`config.mk`:
```
export PLATFORM = sky130hd
export DESIGN_NAME = nec_prefetch
export DESIGN_NICKNAME = d
export VERILOG_FILES = /design/src/rtl/nec_prefetch.sv
export SDC_FILE = /design/constraint.sdc
export NUM_CORES = 1
export LEC_CHECK = 0
export ABC_AREA = 1
export BUFFER_PORTS_ARGS = -buffer_cell sky130_fd_sc_hd__buf_2
export CAP_MARGIN = 40
export CORE_MARGIN = 5
export CORE_UTILIZATION = 35
export CTS_BUF_LIST = sky130_fd_sc_hd__clkbuf_16
export CTS_CLUSTER_DIAMETER = 200
export DETAILED_ROUTE_END_ITERATION = 10
export PLACE_DENSITY = 0.61
export SETUP_SLACK_MARGIN = 0.2
export SLEW_MARGIN = 30
export SYNTH_ARGS = -nofsm -noshare
export SYNTH_HDL_FRONTEND = slang
export SYNTH_SLANG_ARGS = --single-unit
```
`constraint.sdc`:
```
create_clock -name clk -period 2.95 [get_ports clk]
set_clock_uncertainty 0.2 [all_clocks]
set_input_delay 0.1475 -clock clk [delete_from_list [all_inputs] [get_ports clk]]
set_output_delay 0.1475 -clock clk [all_outputs]
set_load 0.02 [all_outputs]
```
`src/rtl/nec_prefetch.sv`:
```
// nec_prefetch: instruction prefetch queue for the NEC core.
// Fetches opcode bytes from the BIU into an 8-byte address-indexed queue,
// derives consumption from the decoder pc and follows set_pc redirects.
// Optional feature macro: NEC_PREFETCH_WORD_EN (16-bit word fetches when aligned).
module nec_prefetch (
    input  logic             clk,
    input  logic             reset_n,
    input  logic             ce_1,
    input  logic             ce_2,
    input  logic [15:0]      pc,
    input  logic             set_pc,
    input  logic [15:0]      new_pc,
    input  logic [15:0]      cs,
    input  logic             block_prefetch,
    output logic [7:0][7:0]  ipq,
    output logic [3:0]       ipq_len,
    output logic             bus_req,
    output logic [19:0]      bus_addr,
    output logic             bus_word,
    input  logic             bus_ack,
    input  logic [15:0]      bus_rdata
);

    localparam int unsigned QLEN_W = 4;
    localparam int unsigned ADDR_W = 20;
    localparam int unsigned PC_W   = 16;

    typedef enum logic [1:0] {
        S_IDLE    = 2'd0,
        S_REQ     = 2'd1,
        S_DISCARD = 2'd2
    } state_e;

    state_e                 state_q, state_d;
    logic [PC_W-1:0]        fetch_pc_q, fetch_pc_d;
    logic                   primed_q, primed_d;
    logic [7:0][7:0]        ipq_q, ipq_d;
    logic                   bus_req_q, bus_req_d;
    logic [ADDR_W-1:0]      bus_addr_q, bus_addr_d;
    logic                   bus_word_q, bus_word_d;

    logic                   ce_c;
    logic [QLEN_W-1:0]      len_c;
    logic [QLEN_W-1:0]      free_c;
    logic                   word_ok_c;
    logic                   byte_ok_c;
    logic [2:0]             widx_c;

    // Queue occupancy and fetch-size qualification.
    always_comb begin
        ce_c   = ce_1 | ce_2;
        len_c  = primed_q ? QLEN_W'(fetch_pc_q - pc) : '0;
        free_c = QLEN_W'(8) - len_c;
`ifdef NEC_PREFETCH_WORD_EN
        word_ok_c = ~fetch_pc_q[0] && (free_c >= QLEN_W'(2));
`else
        word_ok_c = 1'b0;
`endif
        byte_ok_c = free_c >= QLEN_W'(1);
        widx_c    = fetch_pc_q[2:0];
    end

    // Next-state: request issue, ack handling, redirect/discard.
    always_comb begin
        state_d    = state_q;
        fetch_pc_d = fetch_pc_q;
        primed_d   = primed_q;
        ipq_d      = ipq_q;
        bus_req_d  = bus_req_q;
        bus_addr_d = bus_addr_q;
        bus_word_d = bus_word_q;

        if (ce_c) begin
            case (state_q)
                S_IDLE: begin
                    if (primed_q && !block_prefetch && !set_pc && (word_ok_c || byte_ok_c)) begin
                        bus_req_d  = 1'b1;
                        bus_addr_d = {cs, 4'b0000} + {4'b0000, fetch_pc_q};
                        bus_word_d = word_ok_c;
                        state_d    = S_REQ;
                    end
                end
                S_REQ: begin
                    if (set_pc) begin
                        // In-flight data belongs to the old stream.
                        if (bus_ack) begin
                            bus_req_d = 1'b0;
                            state_d   = S_IDLE;
                        end else begin
                            state_d   = S_DISCARD;
                        end
                    end else if (bus_ack) begin
                        if (bus_word_q) begin
                            ipq_d[{widx_c[2:1], 1'b0}] = bus_rdata[7:0];
                            ipq_d[{widx_c[2:1], 1'b1}] = bus_rdata[15:8];
                        end else begin
                            ipq_d[widx_c] = widx_c[0] ? bus_rdata[15:8] : bus_rdata[7:0];
                        end
                        fetch_pc_d = fetch_pc_q + PC_W'(bus_word_q ? 2 : 1);
                        bus_req_d  = 1'b0;
                        state_d    = S_IDLE;
                    end
                end
                S_DISCARD: begin
                    if (bus_ack) begin
                        bus_req_d = 1'b0;
                        state_d   = S_IDLE;
                    end
                end
                default: begin
                    bus_req_d = 1'b0;
                    state_d   = S_IDLE;
                end
            endcase

            if (set_pc) begin
                fetch_pc_d = new_pc;
                primed_d   = 1'b1;
            end
        end
    end

    // State registers.
    always_ff @(posedge clk or negedge reset_n) begin
        if (!reset_n) begin
            state_q    <= S_IDLE;
            fetch_pc_q <= '0;
            primed_q   <= 1'b0;
            ipq_q      <= '0;
            bus_req_q  <= 1'b0;
            bus_addr_q <= '0;
            bus_word_q <= 1'b0;
        end else begin
            state_q    <= state_d;
            fetch_pc_q <= fetch_pc_d;
            primed_q   <= primed_d;
            ipq_q      <= ipq_d;
            bus_req_q  <= bus_req_d;
            bus_addr_q <= bus_addr_d;
            bus_word_q <= bus_word_d;
        end
    end

    // Outputs; ipq_len follows pc combinationally.
    assign ipq      = ipq_q;
    assign ipq_len  = len_c;
    assign bus_req  = bus_req_q;
    assign bus_addr = bus_addr_q;
    assign bus_word = bus_word_q;

endmodule

```
Yosys cells after proc, flatten, opt, wreduce, memory -nomap -nowiden
Index checks and enable logic that the tools add are counted. W data, S select, Z words.

Bits in registers: 104. Memories: 0. Word-level logic and storage cells: 58. Bits in latches: 0. Memory bits (read-only): 0. Memory bits (writable): 0. Output and inout port bits: 90.

Magnitude comparators: 3. Add/subtract/negate cells: 4. Muxes and demuxes: 16. Divide/modulo/power cells: 0. $mul: 0. Bitwise logic cells: 2. Eq/ne operators: 4. Reduce and logical (&&, ||, !) cells: 16. Shift operators: 0.

Operators with widths (number): $bwmux W64 (1); $mux W16 (3); $demux W8 S3 (1); $add A20 B16 Y20 (1); $add A16 B1 Y16 const B (1); $mux W8 (2); $reduce_and A3 Y1 (3); $mux W2 (4); $pmux W2 S3 (1); $ge A4 B1 Y1 const B (1); $logic_and A1 B1 Y1 (4); $lt A3 B4 Y1 const B (1); $mux W4 (1); $reduce_and A2 Y1 (2); $reduce_and A4 Y1 (1); $reduce_bool A2 Y1 (2); $sub A4 B4 Y4 (1); $sub A4 B4 Y4 const A (1); $ge A3 B1 Y1 const B (1); $eq A2 B1 Y1 const B (1); $eq A2 B2 Y1 const B (1); $logic_not A1 Y1 (2); $logic_not A2 Y1 (1); $mux W1 (2); 6 further kinds (6).

Logic depth before layout (Yosys ltp)
Depth after elaboration: 7. Depth in mapped cells: 16.

Worst setup path after synthesis
Ideal clock, no wire load.

Path kind: register -> register. From: register fetch_pc_q[0]. To: register bus_addr_q[12], in the netlist bus_addr[12]. Library setup time: 0.128 ns. Arrival time: 2.503 ns. Data required time: 2.622 ns. Stages on the path, launching flop included: 16. Slack: 0.119 ns. Period minus slack after synthesis: 2.831 ns. Cells stage by stage: dfrtp_1 > buf_2 > inv_2 > buf_2 > ha_1 > inv_1 > fa_1 > nand2_1 > nand2_1 > nor2_1 > nor2_1 > nand3_1 > nand4_2 > buf_2 > nand2_1 > o21ai_0.

Cells in the longest elaborated chain, start to end: 6. Elaborated cells on any way between the ends: 7. Those cells by class: 3 x add/sub; 1 x order compare; 1 x mux; 2 x reduce/logical.

Ends and longest elaborated chain: start, declared (line 35) `logic [PC_W-1:0] fetch_pc_q, fetch_pc_d;`; start signal, assigned (line 135) `fetch_pc_q <= fetch_pc_d;`; $sub A4 B4 Y4 (line 52) `len_c = primed_q ? QLEN_W'(fetch_pc_q - pc) : '0;`; $mux W4 (line 52); named net ipq_len[2] (line 16) `output logic [3:0] ipq_len,`; $sub A4 B4 Y4 (line 53) `free_c = QLEN_W'(8) - len_c;`; $ge A4 B1 Y1 (line 59) `byte_ok_c = free_c >= QLEN_W'(1);`; $logic_and A1 B1 Y1 (line 76) `if (primed_q && !block_prefetch && !set_pc && (word_ok_c || byte_ok_c)) begin`; $reduce_and A3 Y1 (no line); end signal, assigned (line 139) `bus_addr_q <= bus_addr_d;`; end, declared (line 39) `logic [ADDR_W-1:0] bus_addr_q, bus_addr_d;`.

The timed path passes the listed nets, and every way through them passes these cells. A chain may end at the register's enable or synchronous reset.

Worst setup path after layout
From: register fetch_pc_q[0]. To: register bus_addr_q[15], in the netlist bus_addr[15].

Cells in the longest elaborated chain, start to end: 6. Elaborated cells on any way between the ends: 7. Those cells by class: 3 x add/sub; 1 x order compare; 1 x mux; 2 x reduce/logical.

Ends and longest elaborated chain (line): $sub A4 B4 Y4 (52); $mux W4 (52); $sub A4 B4 Y4 (53); $ge A4 B1 Y1 (59); $logic_and A1 B1 Y1 (76); $reduce_and A3 Y1 (no line).

Several ways; a longest one is shown, not always the timed one.

==> run metrics <==
period utilization=between 80% and 90%; Post-Syn Nets=roughly 760; drt wl/cell=between 10 and 15 um; R2R cell count=12; CP Max Fanout=9; pre-CTS setup slack=496 ps; initial core utilization=a little over a third; Yosys reg bits=104; crit path time final=roughly 2500 ps; antenna violations before repair=0; Mapped Cells=665; utilization after layout=a little under half; DRT Pass-1 Iters=5; # placed instances=~1000; DIE WIDTH=136 um; CTS sink count=104; die area=~18000 um2; Slew Limit Headroom=between 50% and 60%; area grow syn2layout=27.1%; CP max stage cell=fa_1; Cell Count, Final, Fillers Out=around 1100; maximum vdd drop=382 uV; Num CTS Buffers=9; Synth area leader=dfrtp_1; GPL Wtd Cong=roughly 0.86; met3 GRT Util=roughly 4.0%; mapped cell area=5520 um2; slew of the pin with the lowest slew margin=about 610 ps; Area contributors post-synth=dfrtp_1, nand2_1, o21ai_0; Syn. warnings=0; Final Setup Violations=0; layout cell share with drive strength beyond 1=roughly a quarter; Design Area, Final=between 7000 and 8000 um2; setup repair bufs after CTS=0; met2 Use GR=25.9%; Starting DRT DRC Count=around 240; type of the worst setup path=reg2reg; pwr dens=999 nW/um2; CTS H-tree depth=3; FMAX=a little over 0.4 GHz; total number of vias=4918; RSZ-0062 raised after global routing=false; clk buf depth=2; vias in the first global route=about 4700; GRT busiest layer=met2; dpl hpwl=between 10 and 15 mm; total power=7.00 mW; Root Buffer=clkbuf_16; Worst EP arrival=roughly 2600 ps; global-route wire length before repair=24.2 mm; CP dominant cell by count=nand2_1; Max stage delay on crit path=roughly 480 ps; Hold Slack=20.3 ps; gr ovfl total=0; GRT Util Overall=16.8%; Setup crit end kind=flip-flop; Mapped Avg Cell Area=between 8 and 9 um2; Critical Path Stages=12; Setup TNS=0 ps; most common library cell in the layout ignoring fill and taps=nand2_1; area share of the largest cell type after synthesis=between 40 and 50%; core area=15300 um2; clock-pin slew on the worst setup and hold paths=roughly 80 ps; post-CTS sizing=0; Std-Cell Rows=45; status=completed; Hold WC Path Type=in2async; # DRC=0; I/O pins=roughly 160; WP buf/inv=3; Yosys cell types=42; crit path launch type=flip-flop; nets@finish=928; CP top delay family=simple AND/OR/NAND/NOR gates; Placed Area=approximately 6500 um2; CP Cell Sequence=inv_2 > ha_1 > inv_1 > fa_1 > nand2_1 > o21ai_0 > nor2_1 > nand3_1 > nand4_2 > inv_1 > nand2_1 > nand2_1; post-route setup slack=roughly 460 ps; maxcap violations=0; CTS tree=yes; clk_lat worst skew=350 ps; largest net degree at the start of global routing=a little under 60; Die Ht=about 140 um; leading cell types in the layout, fill and taps excluded=nand2_1, buf_2, dfrtp_1; drt total wl=between 15 and 20 mm; Vias per Instance=between 4 and 5; Max Slew Vio Count=0; Final Hold Fails=0; Req. time, crit path=approximately 3000 ps; PortBufs=~150; met1 global-route usage=approximately a quarter; leakage=3.65 nW; n_diodes=0; Antenna Nets Post-Route=0; sequential share of the synthesized area=roughly 47%
==> metal layers <==
layer / share of wire [%] / routed length [um] / vias to the layer above
li1: - / - / 2526
met4: 0.90 / 137 / 0
met1: 49 / 7560 / 2286
met5: 0 / 0 / -
met3: 4.1 / 619 / 6
met2: 46 / 6960 / 100
==> sequential cells by signal, indices dropped and copies added (netlist names) <==
register and count:
fetch_pc_q 16, primed_q 1, bus_addr 20, ipq 64
bus_req 1, state_q 2
==> area by class of cell <==
cell class / count / area, um2
inverters: 59 / 224
fillers: 1605 / 8300
multi-input cells: 482 / 2570
clock buffers: 9 / 225
flip-flops and latches: 104 / 2600
well taps: 211 / 264
clock inverters: 7 / 60.1
repair buffers: 179 / 1060
==> synth_stat cells, drive strengths merged <==
cell / instances
a21boi: 1
a21oi: 43
a22oi: 3
a31oi: 1
and2: 1
buf: 16
clkbuf: 4
conb: 1
dfrtp: 104
fa: 2
ha: 20
inv: 59
nand2: 196
nand3: 30
nand3b: 2
nand4: 7
nor2: 60
nor3: 9
nor4: 1
o2111ai: 1
o211ai: 4
o21a: 17
o21ai: 65
o21bai: 1
o22ai: 4
xnor2: 6
xor2: 7
==> where the power goes <==
part,internal [mW],switching (mW)
sequential,2.03,0.401
clock,0.592,0.586
combinational,1.17,2.23
==> worst paths after layout <==
| check | from | end | slack [ps] |
|---|---|---|---|
| min | reset_n | fetch_pc_q[12] | 20 |
| min reg2reg | bus_addr[7] | bus_addr[7] | 280 |
| max reg2reg | fetch_pc_q[0] | bus_addr[15] | 460 |
| max in group asynchronous | reset_n | ipq[51] | 1710 |
| min in group clk | new_pc[8] | fetch_pc_q[8] | 20 |
| max | fetch_pc_q[0] | bus_addr[15] | 460 |
==> worst reg2reg max path, stage by stage (launching register included) <==
cell and delay (ps):
dfrtp_1 390, inv_2 60, ha_1 130, inv_1 50
fa_1 480, nand2_1 60, o21ai_0 80, nor2_1 70
nand3_1 110, nand4_2 250, inv_1 380, nand2_1 110
nand2_1 70
==> cells by family after synthesis <==
logic type	synth area share [%]
AO/OA/AOI/OAI	14.3
buffers and inverters	6.19
XOR/XNOR	2.06
AND/OR/NAND/NOR	25.0
adder cells (fa/ha/maj)	5.26
flip-flops	47.2
other	0.0680
==> repair_timing <==
action	in CTS	in global routing
endpoints found under the hold margin	78	0
endpoints found under the setup margin	0	0
hold buffers	24	0
(Power assumes the default switching activity.)
